**src/rtl/alu_pkg.sv**
```systemverilog
// Shared types for the pipelined ALU: operation encoding and status-flag bundle.
package alu_pkg;

  typedef enum logic [2:0] {
    ALU_ADD   = 3'b000,
    ALU_SUB   = 3'b001,
    ALU_SHL   = 3'b010,
    ALU_AND   = 3'b011,
    ALU_OR    = 3'b100,
    ALU_XOR   = 3'b101,
    ALU_SHR   = 3'b110,
    ALU_PASSB = 3'b111
  } alu_op_e;

  typedef struct packed {
    logic z;
    logic c;
    logic v;
    logic n;
  } alu_flags_t;

endpackage

```
**src/rtl/addsub_n.sv**
```systemverilog
// N-bit adder/subtractor: sub selects a + ~b + 1; reports carry-out and signed overflow.
module addsub_n #(
  parameter int unsigned WIDTH = 8
) (
  input  logic [WIDTH-1:0] a,
  input  logic [WIDTH-1:0] b,
  input  logic             sub,
  output logic [WIDTH-1:0] sum,
  output logic             cout,
  output logic             ovf
);

  logic [WIDTH-1:0] b_eff;
  logic [WIDTH:0]   total;

  always_comb begin
    b_eff = sub ? ~b : b;
    total = {1'b0, a} + {1'b0, b_eff} + {{WIDTH{1'b0}}, sub};
    sum   = total[WIDTH-1:0];
    cout  = total[WIDTH];
    // Overflow when both addends share a sign that the result does not.
    ovf   = (a[WIDTH-1] == b_eff[WIDTH-1]) && (sum[WIDTH-1] != a[WIDTH-1]);
  end

endmodule

```
**src/rtl/alu_pipe.sv**
```systemverilog
// Registered eight-op ALU with valid/ready handshake, status flags and chaining accumulator.
module alu_pipe
  import alu_pkg::*;
#(
  parameter int unsigned WIDTH = 8
) (
  input  logic             clk,
  input  logic             rst_n,
  input  logic             in_valid,
  output logic             in_ready,
  input  alu_op_e          op,
  input  logic [WIDTH-1:0] a,
  input  logic [WIDTH-1:0] b,
  input  logic             use_acc,
  input  logic             acc_clr,
  output logic             out_valid,
  input  logic             out_ready,
  output logic [WIDTH-1:0] f,
  output logic             flag_z,
  output logic             flag_c,
  output logic             flag_v,
  output logic             flag_n,
  output logic [WIDTH-1:0] acc
);

  localparam logic [WIDTH:0] W_VAL = (WIDTH+1)'(WIDTH);

  logic [WIDTH-1:0] op_a;
  logic [WIDTH-1:0] sum;
  logic             cout;
  logic             ovf;
  logic [WIDTH:0]   shl_ext;
  logic [WIDTH:0]   shr_ext;
  logic             shift_zero;
  logic             shift_big;
  logic [WIDTH-1:0] res_f;
  alu_flags_t       res_flags;
  alu_flags_t       flags_q;
  logic             accept;

  assign in_ready = !out_valid || out_ready;
  assign accept   = in_valid && in_ready;
  assign op_a     = use_acc ? acc : a;

  addsub_n #(.WIDTH(WIDTH)) u_addsub (
    .a    (op_a),
    .b    (b),
    .sub  (op == ALU_SUB),
    .sum  (sum),
    .cout (cout),
    .ovf  (ovf)
  );

  always_comb begin
    // Extra bit beyond the datapath catches the last bit shifted out.
    shl_ext    = {1'b0, op_a} << b;
    shr_ext    = {op_a, 1'b0} >> b;
    shift_zero = (b == '0);
    shift_big  = ({1'b0, b} >= W_VAL);
    res_f      = '0;
    res_flags  = '0;
    unique case (op)
      ALU_ADD, ALU_SUB: begin
        res_f       = sum;
        res_flags.c = cout;
        res_flags.v = ovf;
      end
      ALU_SHL: begin
        if (shift_zero)     res_f = op_a;
        else if (!shift_big) {res_flags.c, res_f} = shl_ext;
      end
      ALU_SHR: begin
        if (shift_zero)     res_f = op_a;
        else if (!shift_big) {res_f, res_flags.c} = shr_ext;
      end
      ALU_AND:   res_f = op_a & b;
      ALU_OR:    res_f = op_a | b;
      ALU_XOR:   res_f = op_a ^ b;
      ALU_PASSB: res_f = b;
      default:   res_f = '0;
    endcase
    res_flags.z = (res_f == '0);
    res_flags.n = res_f[WIDTH-1];
  end

  always_ff @(posedge clk or negedge rst_n) begin
    if (!rst_n) begin
      out_valid <= 1'b0;
      f         <= '0;
      flags_q   <= '0;
      acc       <= '0;
    end else begin
      if (accept) begin
        out_valid <= 1'b1;
        f         <= res_f;
        flags_q   <= res_flags;
      end else if (out_ready) begin
        out_valid <= 1'b0;
      end
      // Clear wins over a same-cycle result; that op already used the old acc.
      if (acc_clr)     acc <= '0;
      else if (accept) acc <= res_f;
    end
  end

  assign flag_z = flags_q.z;
  assign flag_c = flags_q.c;
  assign flag_v = flags_q.v;
  assign flag_n = flags_q.n;

endmodule

```
**config.mk**
```make
export PLATFORM = sky130hd
export DESIGN_NAME = alu_pipe
export DESIGN_NICKNAME = d
export VERILOG_FILES = /design/src/rtl/alu_pkg.sv /design/src/rtl/addsub_n.sv /design/src/rtl/alu_pipe.sv
export SDC_FILE = /design/constraint.sdc
export NUM_CORES = 1
export LEC_CHECK = 0
export CORE_ASPECT_RATIO = 0.7
export CORE_UTILIZATION = 50
export DETAILED_ROUTE_END_ITERATION = 8
export GPL_TIMING_DRIVEN = 0
export PLACE_DENSITY = 0.83
export SLEW_MARGIN = 20
export SYNTH_ARGS = -nofsm -noshare
export SYNTH_HDL_FRONTEND = slang
export SYNTH_SLANG_ARGS = --single-unit
```
**constraint.sdc**
```tcl
create_clock -name clk -period 2.38 [get_ports clk]
set_input_delay 0.595 -clock clk [delete_from_list [all_inputs] [get_ports clk]]
set_output_delay 0.595 -clock clk [all_outputs]
set_load 0.02 [all_outputs]
```
### Yosys cells after proc, flatten, opt, wreduce, memory -nomap -nowiden

Index checks and enable logic that the tools add are counted.

| storage, ports and cells | value |
|---|---|
| logic and storage cells | 52 |
| flip-flop bits (word level) | 21 |
| output and inout port bits | 22 |

| cells by class | value |
|---|---|
| reductions and logical operators | 10 |
| order comparisons | 1 |
| equality and inequality tests | 9 |
| add/subtract/negate cells | 2 |
| multiplexer cells | 17 |
| shifts and indexed selects | 2 |
| bitwise logic cells | 4 |

Operators with widths:

| operator | number |
|---|---|
| $mux 8 | 8 |
| $pmux 8 s7 | 1 |
| $logic_not 8->1 | 2 |
| $eq 3x3->1 const B | 4 |
| $add 8x8->9 | 1 |
| $add 9x1->9 | 1 |
| $shl 8x8->9 | 1 |
| $shr 9x8->9 | 1 |
| $and 8x8->8 | 1 |
| $ge 8x4->1 const B | 1 |
| $not 8->8 | 1 |
| $or 8x8->8 | 1 |
| $xor 8x8->8 | 1 |
| $mux 1 | 7 |
| $eq 3x2->1 const B | 2 |
| $reduce_bool 2->1 | 2 |
| $eq 3x1->1 const B | 1 |
| $logic_not 3->1 | 1 |
| $pmux 1 s3 | 1 |
| $logic_and 1x1->1 | 2 |
| $reduce_or 2->1 | 1 |
| $eq 1x1->1 | 1 |
| $logic_not 1->1 | 1 |
| $logic_or 1x1->1 | 1 |
| $ne 1x1->1 | 1 |

### Depth between registers and ports, before layout

| logic depth | value |
|---|---|
| depth in word-level cells | 7 |
| mapped depth | 14 |

### Cells and area by module

Synthesis repeated with hierarchy kept, for this count alone.

| second synthesis, totals | value |
|---|---|
| cell total of the unflattened synthesis | 366 |
| area, all modules | 2,912.8 um^2 |

Modules (own cells, without submodules):

| module | cells an instance | instances | seq. area each (um^2) | area each (um^2) |
|---|---|---|---|---|
| alu_pipe | 306 | 1 | 500.5 | 2,442.3 |
| addsub_n | 60 | 1 | 0.0 | 470.5 |

### Worst setup path before layout

Ideal clock, no wire load.

| path | value |
|---|---|
| path kind | input to register |
| start point | input b[1] |
| end point | register flags_q (netlist bit flag_z) |
| arrival | 2.990 ns |
| path buffers | 2 |
| setup slack | -0.713 ns |
| cell stages on the path | 12 |
| cell sequence | clkbuf_1 inv_1 clkbuf_1 xnor2_1 ha_1 and4b_1 a2bb2oi_4 nand4b_1 a31oi_2 xor2_1 a21oi_1 o41ai_2 |

| between the ends | value |
|---|---|
| longest elaborated chain between the ends | 6 |
| elaborated cells on any way between the ends | 17 |

Ends and longest elaborated chain:

| what | line | text |
|---|---|---|
| from (decl) | alu_pipe.sv:13 | `input logic [WIDTH-1:0] b,` |
| $not 8->8 | addsub_n.sv:17 | `b_eff = sub ? ~b : b;` |
| $mux 8 | addsub_n.sv:17 |  |
| $add 8x8->9 | addsub_n.sv:18 | `total = {1'b0, a} + {1'b0, b_eff} + {{WIDTH{1'b0}}, sub};` |
| $add 9x1->9 | addsub_n.sv:18 |  |
| $pmux 8 s7 * | alu_pipe.sv:62 | `unique case (op)` |
| $logic_not 8->1 * | alu_pipe.sv:82 | `res_flags.z = (res_f == '0);` |
| to (signal assigned) | alu_pipe.sv:96 | `flags_q <= res_flags;` |
| to (decl) | alu_pipe.sv:38 | `alu_flags_t flags_q;` |

Every way passes the cells marked *; elsewhere a longest branch is shown, timed or not.
A chain may end at the register's enable or synchronous reset.

### Worst setup path after layout

| path | value |
|---|---|
| start point | input op[1] |
| end point | register acc[7] |

| between the ends | value |
|---|---|
| longest elaborated chain between the ends | 7 |
| elaborated cells on any way between the ends | 15 |

Ends and longest elaborated chain:

| what | line | text |
|---|---|---|
| from (decl) | alu_pipe.sv:11 | `input alu_op_e op,` |
| $eq 3x1->1 | alu_pipe.sv:48, alu_pipe.sv:62 |  |
| $mux 8 | addsub_n.sv:17 |  |
| $add 8x8->9 | addsub_n.sv:18 |  |
| $add 9x1->9 | addsub_n.sv:18 |  |
| $pmux 8 s7 * | alu_pipe.sv:62 |  |
| $mux 8 * | alu_pipe.sv:102 | `else if (accept) acc <= res_f;` |
| $mux 8 * | alu_pipe.sv:101 | `if (acc_clr) acc <= '0;` |
| to (signal assigned) | alu_pipe.sv:102 |  |
| to (decl) | alu_pipe.sv:23 | `output logic [WIDTH-1:0] acc` |

Every way passes the cells marked *; elsewhere a longest branch is shown, timed or not. The select of a mux whose other input is x is not followed.

==> key figures <==
Status
  – Status: finished with violations
  – Violated checks: setup timing

Routing
  – Final ANT Viol Nets: 0
  – Vias: roughly 3,400
  – Drt drc: 0
  – Drt pass-1 iters: 6
  – Total Routed Length: roughly 11,000 microns
  – DRT iter0 DRCs: 432
  – Wire length per cell: 21.73 microns
  – Vias per cell: 6.671

Timing
  – Setup ws final: -638.9 ps
  – Clock Skew: 1.585 ps
  – Relative slew slack: 0.4109
  – Minimum clock period: 3019 ps
  – Worst slew pin tran: 880.9 ps
  – Slew Limit Fails: 0
  – Fin crit share: 1.268
  – Fmax: 331.2 MHz
  – Final hold violations: 0
  – Setup violations, final: 15
  – Hold_ws: roughly 480 ps
  – RSZ-0062 raised after global routing: true

Floorplan
  – Effective utilization at floorplan: 0.5293
  – Die Wd: 91.87 microns
  – Core footprint: roughly 0.0053 sq mm
  – Chip Height: 64.91 microns
  – DIE AREA: 0.005963 sq mm
  – IO Count: 47
  – Num rows: 22

Cells and area
  – Area growth, synth to finish: 47.76%
  – Filler cells: 356
  – Nets: 486
  – Non-Filler Instances: 507
  – Fin area: 0.004177 sq mm
  – Share of layout cells above drive strength 1: 0.3402
  – Antenna diode count: 0

Critical path
  – CP max FO: 6
  – Slowest cell on the critical path: a211o_1
  – Arr. time, crit path: 3200 ps
  – Critical Path Source: op[1]
  – Top Family by Delay on Critical Path: compound AO/OA/AOI/OAI gates
  – Crit-path max cell delay: 290 ps
  – Worst setup path class: in2reg
  – Worst path bufs/invs: 5
  – CP Cell Sequence: buf_8 > clkbuf_16 > nor3b_4 > buf_6 > buf_6 > xnor2_4 > ha_4 > and4b_1 > a2bb2oi_4 > nand4b_1 > a31oi_2 > xor2_1 > buf_4 > a211o_1 > a21oi_1
  – Critical Path RT: about 2600 ps
  – Worst r2r src: acc[2]
  – Critical path endpoint category: flop
  – Crit path top cell by count: buf_6
  – Startpoint class of the critical path: input port

CTS
  – TritonCTS clock tree: built
  – Clock net sink count: 20
  – Root Buffer: clkbuf_8
  – Clock buffer depth: 2
  – Htree depth: 1
  – Skew-Pair Late Insertion Delay: 260 ps
  – Clk slew on worst S/H paths: 70 ps
  – CTS Buf Count: 3
  – CTS Hold Buffers Added: 0

GRT
  – Largest net degree at the start of global routing: 21
  – GRT Total Usage: 0.3821
  – First-pass GRT wire length: 17,190 microns
  – Gr ovfl total: 0
  – Antenna violations before repair: 0
  – Number of global-route vias before repair: ~3,200

Placed design
  – DP Area: ~0.0034 sq mm
  – Routability congestion estimate: 1.017
  – Pre-CTS setup slack: -1575 ps
  – Port Buf Inserts: 43
  – Dpl cells: 463
  – Dpl hpwl: 7496 microns

Flow run
  – Max-cap violations: 0

Logic synthesis
  – Post-Syn Nets: a little under 400
  – Yosys top cell by area: dfrtp_1
  – Synth Area in Simple Gates: 0.2236
  – Largest family of logic cells by synthesized area: compound AO/OA/AOI/OAI gates
  – Warnings, synthesis: 0
  – Cells after Synth: approximately 350
  – Mapped Area: about 0.0028 sq mm
  – Mux contribution to synthesized area: 0.1408
  – Number of synthesized flops with an enable pin: 0
  – Seq/Total Area, Yosys: 0.1771
  – Largest cells by area after synthesis: dfrtp_1 (18%), ha_1 (10%), nand2_1 (6.9%)
  – Synth Area in Compound Gates: 0.2395
  – Adder-cell share of the synthesized area: 0.1089
  – Top cell type's share of synthesized area: 0.1771
  – Unique masters post-synth: 70
  – Asr flop ratio synth: 1.000
  – Synth cell count leaders: nand2_1 (52), a21oi_1 (27), nor2_1 (27)
  – Post-Synth XOR/XNOR Area: 0.04028
  – Post-synth top flop: dfrtp_1
  – Yosys reg bits: 20
  – Most common cell in the synthesized netlist: nand2_1
  – Mean Syn Cell Area: 8.122 sq um

Power and ir drop
  – Tot Pwr: roughly 1.7 mW
  – Power density cells: 397.2 mW/mm^2
  – LEAKAGE: 1.772 nW
  – Peak VDD IR: 0.5290 mV

Worst hold path
  – Hold_sp: f[5]
  – HP Class: reg2reg
## power by group
part,switching (mW),internal (mW),leakage (nW)
Combinational,0.543,0.481,1.49
Sequential,0.0336,0.380,0.256
Clock,0.109,0.113,0.0216
Total,0.685,0.974,1.77
## metal layers
metal | GRT usage | up-vias | wire [microns]
li1 | - | 1474 | -
met1 | 0.5361 | 1588 | 4541
met2 | 0.5513 | 271 | 4586
met3 | 0.1127 | 49 | 1442
met4 | 0.1484 | 0 | 447
met5 | 0 | - | 0
## worst paths after layout
check / endpoint / slack, ps / cells past startpoint
worst min register to register: f[5] / 480 / 2
worst max register to register: acc[7] / -380 / 11
max in group asynchronous: acc[5] / 1010 / 1
worst min-delay path: f[5] / 480 / 2
min in group asynchronous: out_valid / 830 / 1
worst max-delay path: acc[7] / -640 / 15
## flip-flops by register name, summed over array words and instances, names as in the netlist
name and cells:
acc 8, flag_v 1, flag_c 1, f 8, out_valid 1, flag_z 1
## what timing repair did
action / CTS / global route
buffers inserted: 40 / 5
pin swaps: 36 / 26
setup endpoints to repair: 20 / 19
gates resized for setup: 104 / 28
## cell families (layout without fill, tap and decap cells)
family | after synthesis | in the layout
adder cells (fa/ha/maj) | 24 | 24
flip-flops | 20 | 20
AO/OA/AOI/OAI | 94 | 94
AND/OR/NAND/NOR | 132 | 132
buffers and inverters | 42 | 129
multiplexers | 23 | 23
XOR/XNOR | 13 | 13
## worst reg2reg max path: stages (launching register included)
cell and delay [ps]:
dfrtp_1 450, mux2_4 330, ha_4 260, buf_6 120
and4b_1 210, a2bb2oi_4 180, nand4b_1 150, a31oi_2 260
xor2_1 130, buf_4 150, a211o_1 290, a21oi_1 160
## cell type report
cell class,instances,area [sq um],share of cell area
inverters,19,90.09,0.02157
clock buffers,3,41.29,0.009886
well taps,72,90.09,0.02157
repair buffers,84,763.2,0.1827
flip-flops and latches,20,500.5,0.1198
multi-input cells,286,2487,0.5956
plain buffers,23,203.9,0.04883
## placed cells by master, fill, tap and decap left out, types with 4 or more instances in the layout
cell type,count
nor3_1,7
buf_6,8
nand2b_1,4
dfrtp_1,20
or2_2,4
mux2_4,7
nand2_1,45
mux4_1,6
nand3_1,4
o21ai_1,6
a21oi_1,23
clkbuf_1,8
nor2_1,24
inv_2,7
xnor2_1,6
buf_2,5
nand2_2,6
o21ai_0,6
inv_1,6
nand4_1,6
ha_1,20
clkdlybuf4s50_1,26
buf_4,35
mux4_2,4
a21oi_2,4
dlygate4sd2_1,10
clkbuf_8,7
## metrics by stage
stage                     utilization  setup TNS, ps
after floorplan                     -          -3580
final                          0.7821          -5078
after CTS                      0.7594          -4902
after global routing           0.7821          -5976
after detailed placement       0.6392         -21360
after global placement         0.6392         -21640
Note: power is estimated with default switching activity, not from simulation.
